===== config.mk =====
export PLATFORM = sky130hd
export DESIGN_NAME = reg_field_ext
export DESIGN_NICKNAME = d
export VERILOG_FILES = /design/src/rtl/reg_field_ext.sv
export SDC_FILE = /design/constraint.sdc
export NUM_CORES = 1
export LEC_CHECK = 0
export CORE_MARGIN = 2
export CORE_UTILIZATION = 25
export DETAILED_ROUTE_END_ITERATION = 10
export GPL_ROUTABILITY_DRIVEN = 0
export SKIP_LAST_GASP = 1
export SLEW_MARGIN = 10
export SYNTH_ARGS = -nofsm -noshare
export SYNTH_HDL_FRONTEND = slang
export SYNTH_SLANG_ARGS = --single-unit

===== constraint.sdc =====
create_clock -name clk -period 2.6 [get_ports clk]
set_input_delay 0.65 -clock clk [delete_from_list [all_inputs] [get_ports clk]]
set_output_delay 0.65 -clock clk [all_outputs]
set_load 0.01 [all_outputs]

===== src/rtl/reg_field_ext.sv =====
// Register field cell: one parametrised storage field with compile-time access rules,
// per-byte write strobes, sticky hardware set, optional event counter and registered read port.
module reg_field_ext #(
   parameter int unsigned               FIELD_WIDTH   = 8,
   parameter string                     FIELD_ACCESS  = "RW",
   parameter logic [FIELD_WIDTH-1:0]    FIELD_DEFAULT = '0,
   parameter bit                        CNT_SAT       = 1'b0
) (
   input  logic                           clk,
   input  logic                           rst_n,
   input  logic                           sw_wr_en,
   input  logic [FIELD_WIDTH-1:0]         sw_wr_data,
   input  logic [(FIELD_WIDTH+7)/8-1:0]   sw_be,
   input  logic                           sw_rd_en,
   output logic [FIELD_WIDTH-1:0]         sw_rd_data,
   input  logic                           hw_up_en,
   input  logic [FIELD_WIDTH-1:0]         hw_up_data,
   input  logic [FIELD_WIDTH-1:0]         hw_set,
   input  logic                           hw_inc,
   output logic [FIELD_WIDTH-1:0]         field_q,
   output logic                           field_chg,
   output logic                           cnt_ovf
);

   localparam int unsigned W = FIELD_WIDTH;

   localparam bit IS_RW  = (FIELD_ACCESS == "RW");
   localparam bit IS_RO  = (FIELD_ACCESS == "RO");
   localparam bit IS_WO  = (FIELD_ACCESS == "WO");
   localparam bit IS_W1C = (FIELD_ACCESS == "W1C");
   localparam bit IS_W1S = (FIELD_ACCESS == "W1S");
   localparam bit IS_W1T = (FIELD_ACCESS == "W1T");
   localparam bit IS_RC  = (FIELD_ACCESS == "RC");
   localparam bit IS_CNT = (FIELD_ACCESS == "CNT");
   localparam bit ACCESS_OK = IS_RW | IS_RO | IS_WO | IS_W1C | IS_W1S | IS_W1T | IS_RC | IS_CNT;

   // Reject unsupported configurations at elaboration time
   if (!ACCESS_OK) begin : g_bad_access
      $error("reg_field_ext: unsupported FIELD_ACCESS \"%s\"", FIELD_ACCESS);
   end
   if (FIELD_WIDTH < 1 || FIELD_WIDTH > 64) begin : g_bad_width
      $error("reg_field_ext: FIELD_WIDTH %0d outside 1..64", FIELD_WIDTH);
   end

   logic [W-1:0] rd_data_q, rd_data_d;
   logic [W-1:0] field_d;
   logic         field_chg_q;
   logic         cnt_ovf_q, cnt_ovf_d;
   logic [W-1:0] wm_c;
   logic [W-1:0] wset_c;
   logic [W-1:0] hw_base_c;

   // Per-bit write mask from the byte enables
   for (genvar i = 0; i < FIELD_WIDTH; i++) begin : g_wm
      assign wm_c[i] = sw_wr_en & sw_be[i/8];
   end

   assign wset_c    = wm_c & sw_wr_data;
   assign hw_base_c = hw_up_en ? hw_up_data : field_q;

   // Next field value according to the access mode
   always_comb begin
      field_d   = field_q;
      cnt_ovf_d = 1'b0;
      if (IS_CNT) begin
         if (|wm_c) begin
            field_d = wset_c | (~wm_c & field_q);
         end else if (hw_up_en) begin
            field_d = hw_up_data;
         end else if (hw_inc) begin
            if (&field_q) begin
               cnt_ovf_d = 1'b1;
               field_d   = CNT_SAT ? '1 : '0;
            end else begin
               field_d = field_q + W'(1);
            end
         end
      end else if (IS_RC) begin
         // Read clears, but hardware events arriving with the read are kept
         field_d = (sw_rd_en ? (hw_up_en ? hw_up_data : '0) : hw_base_c) | hw_set;
      end else if (IS_RW || IS_WO) begin
         field_d = (wset_c | (~wm_c & hw_base_c)) | hw_set;
      end else if (IS_W1C) begin
         field_d = (hw_base_c & ~wset_c) | hw_set;
      end else if (IS_W1S) begin
         field_d = hw_base_c | wset_c | hw_set;
      end else if (IS_W1T) begin
         field_d = (hw_base_c ^ wset_c) | hw_set;
      end else begin
         field_d = hw_base_c | hw_set;
      end
   end

   // Read data captures the pre-update value and holds until the next read
   always_comb begin
      rd_data_d = rd_data_q;
      if (sw_rd_en) begin
         rd_data_d = IS_WO ? '0 : field_q;
      end
   end

   always_ff @(posedge clk or negedge rst_n) begin
      if (!rst_n) begin
         field_q     <= FIELD_DEFAULT;
         rd_data_q   <= '0;
         field_chg_q <= 1'b0;
         cnt_ovf_q   <= 1'b0;
      end else begin
         field_q     <= field_d;
         rd_data_q   <= rd_data_d;
         field_chg_q <= (field_d != field_q);
         cnt_ovf_q   <= cnt_ovf_d;
      end
   end

   assign sw_rd_data = rd_data_q;
   assign field_chg  = field_chg_q;
   assign cnt_ovf    = cnt_ovf_q;

endmodule


==> impl_summary.txt, run 1 <==
----------------------------------------------------
[Logic synthesis]
  Number of synthesized register bits ... 17
  Netlist cell types ... 32
  Post-Synthesis Net Count ... around 140
  Sequential share of the synthesized area ... ~40%
  Mapped Avg Cell Area ... around 9.5 um^2
  Number of warnings printed during yosys synthesis ... 0
  Top FF cell, synth ... sky130_fd_sc_hd__dfrtp_1
  Most numerous cell types in the synthesized netlist ... sky130_fd_sc_hd__dfrtp_1 (17), sky130_fd_sc_hd__nand2b_1 (11), sky130_fd_sc_hd__nand2_1 (10)
  Synth top area share ... between 30% and 40%
  Largest cells by area after synthesis ... sky130_fd_sc_hd__dfrtp_1 (40%), sky130_fd_sc_hd__mux2_2 (8.4%), sky130_fd_sc_hd__mux2i_1 (7.5%)
  Share of flip-flops with an asynchronous set or reset ... 100.0%
  Most common cell in the synthesized netlist ... sky130_fd_sc_hd__dfrtp_1
  EDFF count, synth ... 0
  Synthesized instance count ... 113
  Largest area contributor in the synthesized netlist ... sky130_fd_sc_hd__dfrtp_1
  Netlist Area Pre-Place ... between 1000 and 1500 um^2

[Global route]
  Via count of the first global-routing pass ... 1115
  Initial antenna violation count ... 0
  Global route overflow ... 0
  Global-route met3 utilization ... approximately 2.8%
  First-pass GRT wire length ... ~5000 um
  GR Util All Layers ... about an eighth
  Grt peak-use layer ... met2
  Global routing met1 resource utilization ... between 15 and 20%
  Pin count of the biggest net entering global routing ... 20
  Global routing met2 resource utilization ... 22.65%

[Place]
  Dpl hpwl ... ~2400 um
  I/O Buffers ... 46
  Area after DPL ... between 1500 and 2000 um^2

[Setup path]
  Worst reg-to-reg setup slack ... roughly 840 ps
  Crit-path leading delay family ... simple AND/OR/NAND/NOR gates
  Number of cells on the worst reg-to-reg path ... 5
  Crit Path Class ... input pin to flip-flop
  Critical path endpoint category ... flip-flop
  Buf+Inv Stages, Crit Path ... 1
  Slowest cell on the critical path ... sky130_fd_sc_hd__or4_1
  Crit path arrival time ... 2370 ps
  CP Max Fanout ... 3
  Levels on crit path ... 6
  Largest incremental delay on the critical path ... 530 ps
  Crit path launch type ... input pin
  CP Data Required Time ... about 2700 ps
  Worst-path cell chain ... clkdlybuf4s50_1 -> nand2b_2 -> o22ai_2 -> a2111oi_4 -> a31oi_1 -> or4_1

[STA]
  Setup repair after global routing missed its margin ... no
  Portion of the clock cycle consumed by the worst path in the final layout ... between 80 and 90%
  Count of endpoints failing setup in the final report ... 0
  Min cycle time layout ... 2247 ps
  Maximum frequency from static timing analysis ... roughly 450 MHz
  Post-Route Setup TNS ... 0 ps
  Final Hold Violating Endpoints ... 0
  Number of slew-limit violations in the final report ... 0
  Clock Skew ... 4.162 ps

[Die]
  Initial standard-cell utilization of the core ... about a quarter
  DIE HEIGHT ... 69.53 um
  Die X ... roughly 70 um
  Number of standard-cell rows in the floorplan ... 23
  Area enclosed by the die boundary ... slightly below 5000 um^2
  Core ar. ... slightly above 4000 um^2
  Ports ... around 50

[Final layout]
  Signed area change from the synthesized netlist to the final layout ... 51.86%
  Final core utilization ... between 40% and 50%
  Ratio of cells with drive above 1 in the final layout ... 11.88%
  Post-layout nets ... roughly 190
  Number of filler cells placed in the layout ... 394
  Number of diodes ... 0
  Summed area of non-filler cells in the final layout ... about 1600 um^2

[Route]
  Final antenna-violating net count ... 0
  Via count normalized by instance count ... 4.933
  Wire length after detailed routing ... between 3000 and 4000 um
  Detailed Routing Iterations Pass 1 ... 4
  Wire length per cell ... 14.47 um
  Via count ... 1036
  DRC viols ... 0
  DRT iter0 DRCs ... 27

[Clocking]
  Total number of clock tree sinks ... 17
  Clock-pin slew on the worst setup and hold paths ... ~70 ps
  Clock insertion delay at the later pin of the skew report ... roughly 250 ps
  CTS Hold Bufs ... 0
  Inserted Clock Buffers ... 3
  Deepest clock path buffer count ... 2
  H-tree depth reported by CTS ... 1
  CTS tree ... built
  Setup repair bufs after CTS ... 0
  Quantity of gates resized following cts ... 0
  Root buffer selected by CTS ... sky130_fd_sc_hd__clkbuf_8

[Power and ir drop]
  LEAKAGE ... about 0.64 nW
  Maximum vdd drop ... 183.3 uV
  Total power divided by cell area ... 450.6 nW/um^2

[Flow run]
  Max-Cap Viols ... 0

[Min path]
  Worst Hold Path Cells ... 1
  Worst min-delay path class ... flip-flop to flip-flop

[Status]
  Status ... finished, final reports clean

----------------------------------------------------
[where the power goes]
group,total [mW],switching (mW),leakage (nW),internal (mW)
logic,0.225,0.0918,0.449,0.133
registers,0.309,0.0214,0.168,0.288
clock network,0.201,0.0918,0.0228,0.109
[layout make-up]
class	instances	area, um^2	share of cell area (%)
Multi-Input combinational cell	85	595.6	36.53
Timing Repair Buffer	49	483.0	29.62
Sequential cell	17	425.4	26.09
Tap cell	50	62.56	3.837
Clock buffer	4	45.04	2.763
Inverter	5	18.77	1.151
[flip-flops by register name (all words and copies together) (netlist names)]
name,flops
sw_rd_data,8
field_q,8
field_chg,1
[final timing paths]
kind	from	to
min reg2reg	sw_rd_data[5]	sw_rd_data[5]
max reg2reg	field_q[1]	field_chg
max in group asynchronous	rst_n	sw_rd_data[5]
min in group asynchronous	rst_n	sw_rd_data[6]
max	hw_set[1]	field_chg
min	sw_rd_data[5]	sw_rd_data[5]
[cell usage in the layout, fill, tap and decap left out, drive strengths merged, types with 2 or more instances in the layout]
master	n
inv	5
nand2b	13
o22ai	7
clkbuf	4
o21ai	9
buf	3
mux2	8
a21oi	8
nand3	2
mux2i	8
clkdlybuf4s50	46
nor2	3
nand2	10
a31oi	2
o22a	2
dfrtp	17
[metal layers]
metal	vias up	wire length, um
li1	501	-
met1	490	1374
met2	45	1445
met3	0	219
met4	0	0
met5	-	0
[kinds of logic (layout without fill, tap and decap cells)]
kind of cell           after synthesis  count (layout)  synth area share (%)
AO/OA/AOI/OAI                       36              36                 23.31
AND/OR/NAND/NOR                     32              32                 15.97
flip-flops                          17              17                 39.63
multiplexers                        16              16                 15.85
buffers and inverters               11              58                 4.895
other                                1               1                0.3493
[metrics by stage]
step                      hold slack, ps  cells  total power [mW]  setup slack (ps)
after CTS                          513.7    210            0.7423             362.9
final                              508.6    210            0.7346             353.2
after global placement             489.9    206            0.5365             107.5
after floorplan                    354.4    113            0.4126             704.9
after detailed placement           497.7    206            0.5407             106.7
after global routing               519.2    210            0.7746             285.3
(Power assumes the default switching activity.)
==> run 2: changes to the inputs <==
CTS_BUF_LIST = sky130_fd_sc_hd__clkbuf_8   (was not set)
==> run 2 against run 1 <==
  * Routed wire length hardly changed
  * Final area unchanged
  * Sequential power hardly changed
  * Hold slack hardly changed
  * Largest cell class unchanged
==> impl_summary.txt, run 2 (synthesis results as in run 1) <==
----------------------------------------------------
[Clocking]
  CTS tree ... built (unchanged)
  H-tree depth reported by CTS ... 1 (unchanged)
  Root buffer selected by CTS ... sky130_fd_sc_hd__clkbuf_8 (unchanged)
  Clock insertion delay at the later pin of the skew report ... 250 ps (about the same)
  Setup repair bufs after CTS ... 0 (unchanged)
  Clock-pin slew on the worst setup and hold paths ... 70 ps (about the same)
  Deepest clock path buffer count ... 2 (unchanged)
  Inserted Clock Buffers ... 3 (unchanged)
  CTS Hold Bufs ... 0 (unchanged)
  Total number of clock tree sinks ... 17 (unchanged)
  Quantity of gates resized following cts ... 0 (unchanged)

[Min path]
  Worst Hold Path Cells ... 1 (unchanged)
  Hold Crit Start ... sw_rd_data[5] (unchanged)
  Worst min-delay path class ... flip-flop to flip-flop (unchanged)

[Setup path]
  Largest incremental delay on the critical path ... 530 ps (about the same)
  Crit path arrival time ... 2370 ps (about the same)
  Slowest cell on the critical path ... sky130_fd_sc_hd__or4_1 (unchanged)
  Number of cells on the worst reg-to-reg path ... 5 (unchanged)
  Crit path launch type ... input pin (unchanged)
  Worst-path cell chain ... clkdlybuf4s50_1 -> nand2b_2 -> o22ai_2 -> a2111oi_4 -> a31oi_1 -> or4_1 (unchanged)
  Critical path endpoint category ... flip-flop (unchanged)
  CP Max Fanout ... 3 (unchanged)
  CP Data Required Time ... 2720 ps (about the same)
  Critical R2R Launch ... field_q[1] (unchanged)
  Setup crit start ... hw_set[1] (unchanged)
  Crit Path Class ... input pin to flip-flop (unchanged)

[Global route]
  GR Util All Layers ... 13.05% (unchanged)
  First-pass GRT wire length ... 5133 um (unchanged)
  Via count of the first global-routing pass ... 1115 (unchanged)
  Initial antenna violation count ... 0 (unchanged)
  Pin count of the biggest net entering global routing ... 20 (unchanged)
  Global route overflow ... 0 (unchanged)

[STA]
  Final Hold Violating Endpoints ... 0 (unchanged)
  Number of slew-limit violations in the final report ... 0 (unchanged)
  Maximum frequency from static timing analysis ... 445.6 MHz (was 445.1 MHz)
  Count of endpoints failing setup in the final report ... 0 (unchanged)
  Min cycle time layout ... 2244 ps (was 2247 ps)
  Setup repair after global routing missed its margin ... no (unchanged)
  Clock Skew ... 4.153 ps (was 4.162 ps)
  Worst Setup Slack, final ... 355.6 ps (was 353.2 ps)
  Portion of the clock cycle consumed by the worst path in the final layout ... 86.32% (was 86.42%)
  Post-Route Setup TNS ... 0 ps (unchanged)

[Final layout]
  Signed area change from the synthesized netlist to the final layout ... 51.86% (unchanged)
  Ratio of cells with drive above 1 in the final layout ... 11.88% (unchanged)
  Highest-count cells in the layout ignoring fill and taps ... sky130_fd_sc_hd__clkdlybuf4s50_1 (46), sky130_fd_sc_hd__dfrtp_1 (17), sky130_fd_sc_hd__nand2b_1 (11) (unchanged)
  Most frequent standard cell in the layout excluding fill and tap cells ... sky130_fd_sc_hd__clkdlybuf4s50_1 (unchanged)
  Number of diodes ... 0 (unchanged)
  Post-layout nets ... 192 (unchanged)
  Number of filler cells placed in the layout ... 394 (unchanged)
  Post-route non-filler standard cell count ... 210 (unchanged)

[Flow run]
  Max-Cap Viols ... 0 (unchanged)

[Power and ir drop]
  Maximum vdd drop ... 177.0 uV (was 183.3 uV)
  Total power divided by cell area ... 448.1 nW/um^2 (was 450.6 nW/um^2)
  Total power of the final layout ... 0.7306 mW (was 0.7346 mW)
  LEAKAGE ... 0.6445 nW (was 0.6404 nW)

[Status]
  Status ... finished, final reports clean (unchanged)

[Route]
  Via count normalized by instance count ... 4.929 (was 4.933)
  DRT iter0 DRCs ... 27 (unchanged)
  DRC viols ... 0 (unchanged)
  Via count ... 1035 (was 1036)
  Wire length after detailed routing ... 3037 um (was 3039 um)
  Final antenna-violating net count ... 0 (unchanged)
  Detailed Routing Iterations Pass 1 ... 4 (unchanged)
  Wire length per cell ... 14.46 um (was 14.47 um)

[Place]
  I/O Buffers ... 46 (unchanged)
  Dpl hpwl ... 2395 um (unchanged)
  Placed insts ... 206 (unchanged)
  Minimum setup slack after placement ... 106.7 ps (unchanged)

[Die]
  Initial standard-cell utilization of the core ... 26.46% (unchanged)
  Die X ... 69.53 um (unchanged)
  Core ar. ... 4058 um^2 (unchanged)
  DIE HEIGHT ... 69.53 um (unchanged)
  Number of standard-cell rows in the floorplan ... 23 (unchanged)
  Ports ... 49 (unchanged)
  Area enclosed by the die boundary ... 4834 um^2 (unchanged)

----------------------------------------------------
[run 2: layout make-up]
class	count	area [um^2]	share of cell area (%)
repair buffers	49	483.0	29.62
clock buffers	3	41.29	2.533
multi-input cells	85	595.6	36.53
inverters	5	18.77	1.151
clock inverters	1	3.754	0.2302
flip-flops and latches	17	425.4	26.09
well taps	50	62.56	3.837
[run 2: through the flow]
stage	hold WS, ps	utilization (%)	cell area, um^2
2_1_floorplan	354.4	-	1074
3_3_place_gp	489.9	39.07	1585
3_5_place_dp	497.7	39.07	1585
4_1_cts	513.7	40.18	1630
5_1_grt	519.2	40.18	1630
6_report	508.6	40.18	1630
[run 2: path summary, 6_finish.rpt]
path	end	slack, ps
setup / recovery	field_chg	360
min in group asynchronous	sw_rd_data[1]	720
max in group asynchronous	sw_rd_data[5]	1680
setup reg to reg	field_chg	840
hold / removal	sw_rd_data[5]	510
hold reg to reg	sw_rd_data[5]	510
[run 2: worst max-delay path, delay by kind of cell]
family                 cells  cell delay, ps
buffers and inverters      1             500
AOI/OAI and AO/OA          3             550
and+or+nand+nor            2             670
[run 2: routing by layer]
| metal | vias to the layer above | routed length, um | part of all wire, % | GRT usage [%] |
|---|---|---|---|---|
| met5 | - | 0 | 0 | 0 |
| met2 | 45 | 1447 | 48 | 22.65 |
| li1 | 500 | - | - | - |
| met4 | 0 | 0 | 0 | 2.614 |
| met3 | 0 | 219 | 7.2 | 2.762 |
| met1 | 490 | 1370 | 45 | 16.73 |
[run 2: power breakdown]
group / total, mW / switching (mW) / leakage [nW] / internal (mW)
Sequential: 0.309 / 0.0213 / 0.168 / 0.288
Combinational: 0.225 / 0.0918 / 0.449 / 0.133
Clock: 0.197 / 0.0918 / 0.0269 / 0.105
==> run 3: changes to the inputs <==
SLEW_MARGIN = not set   (was 10)
==> results of run 3 <==
No change in the layout: final DEF, timing and power equal those of run 2.
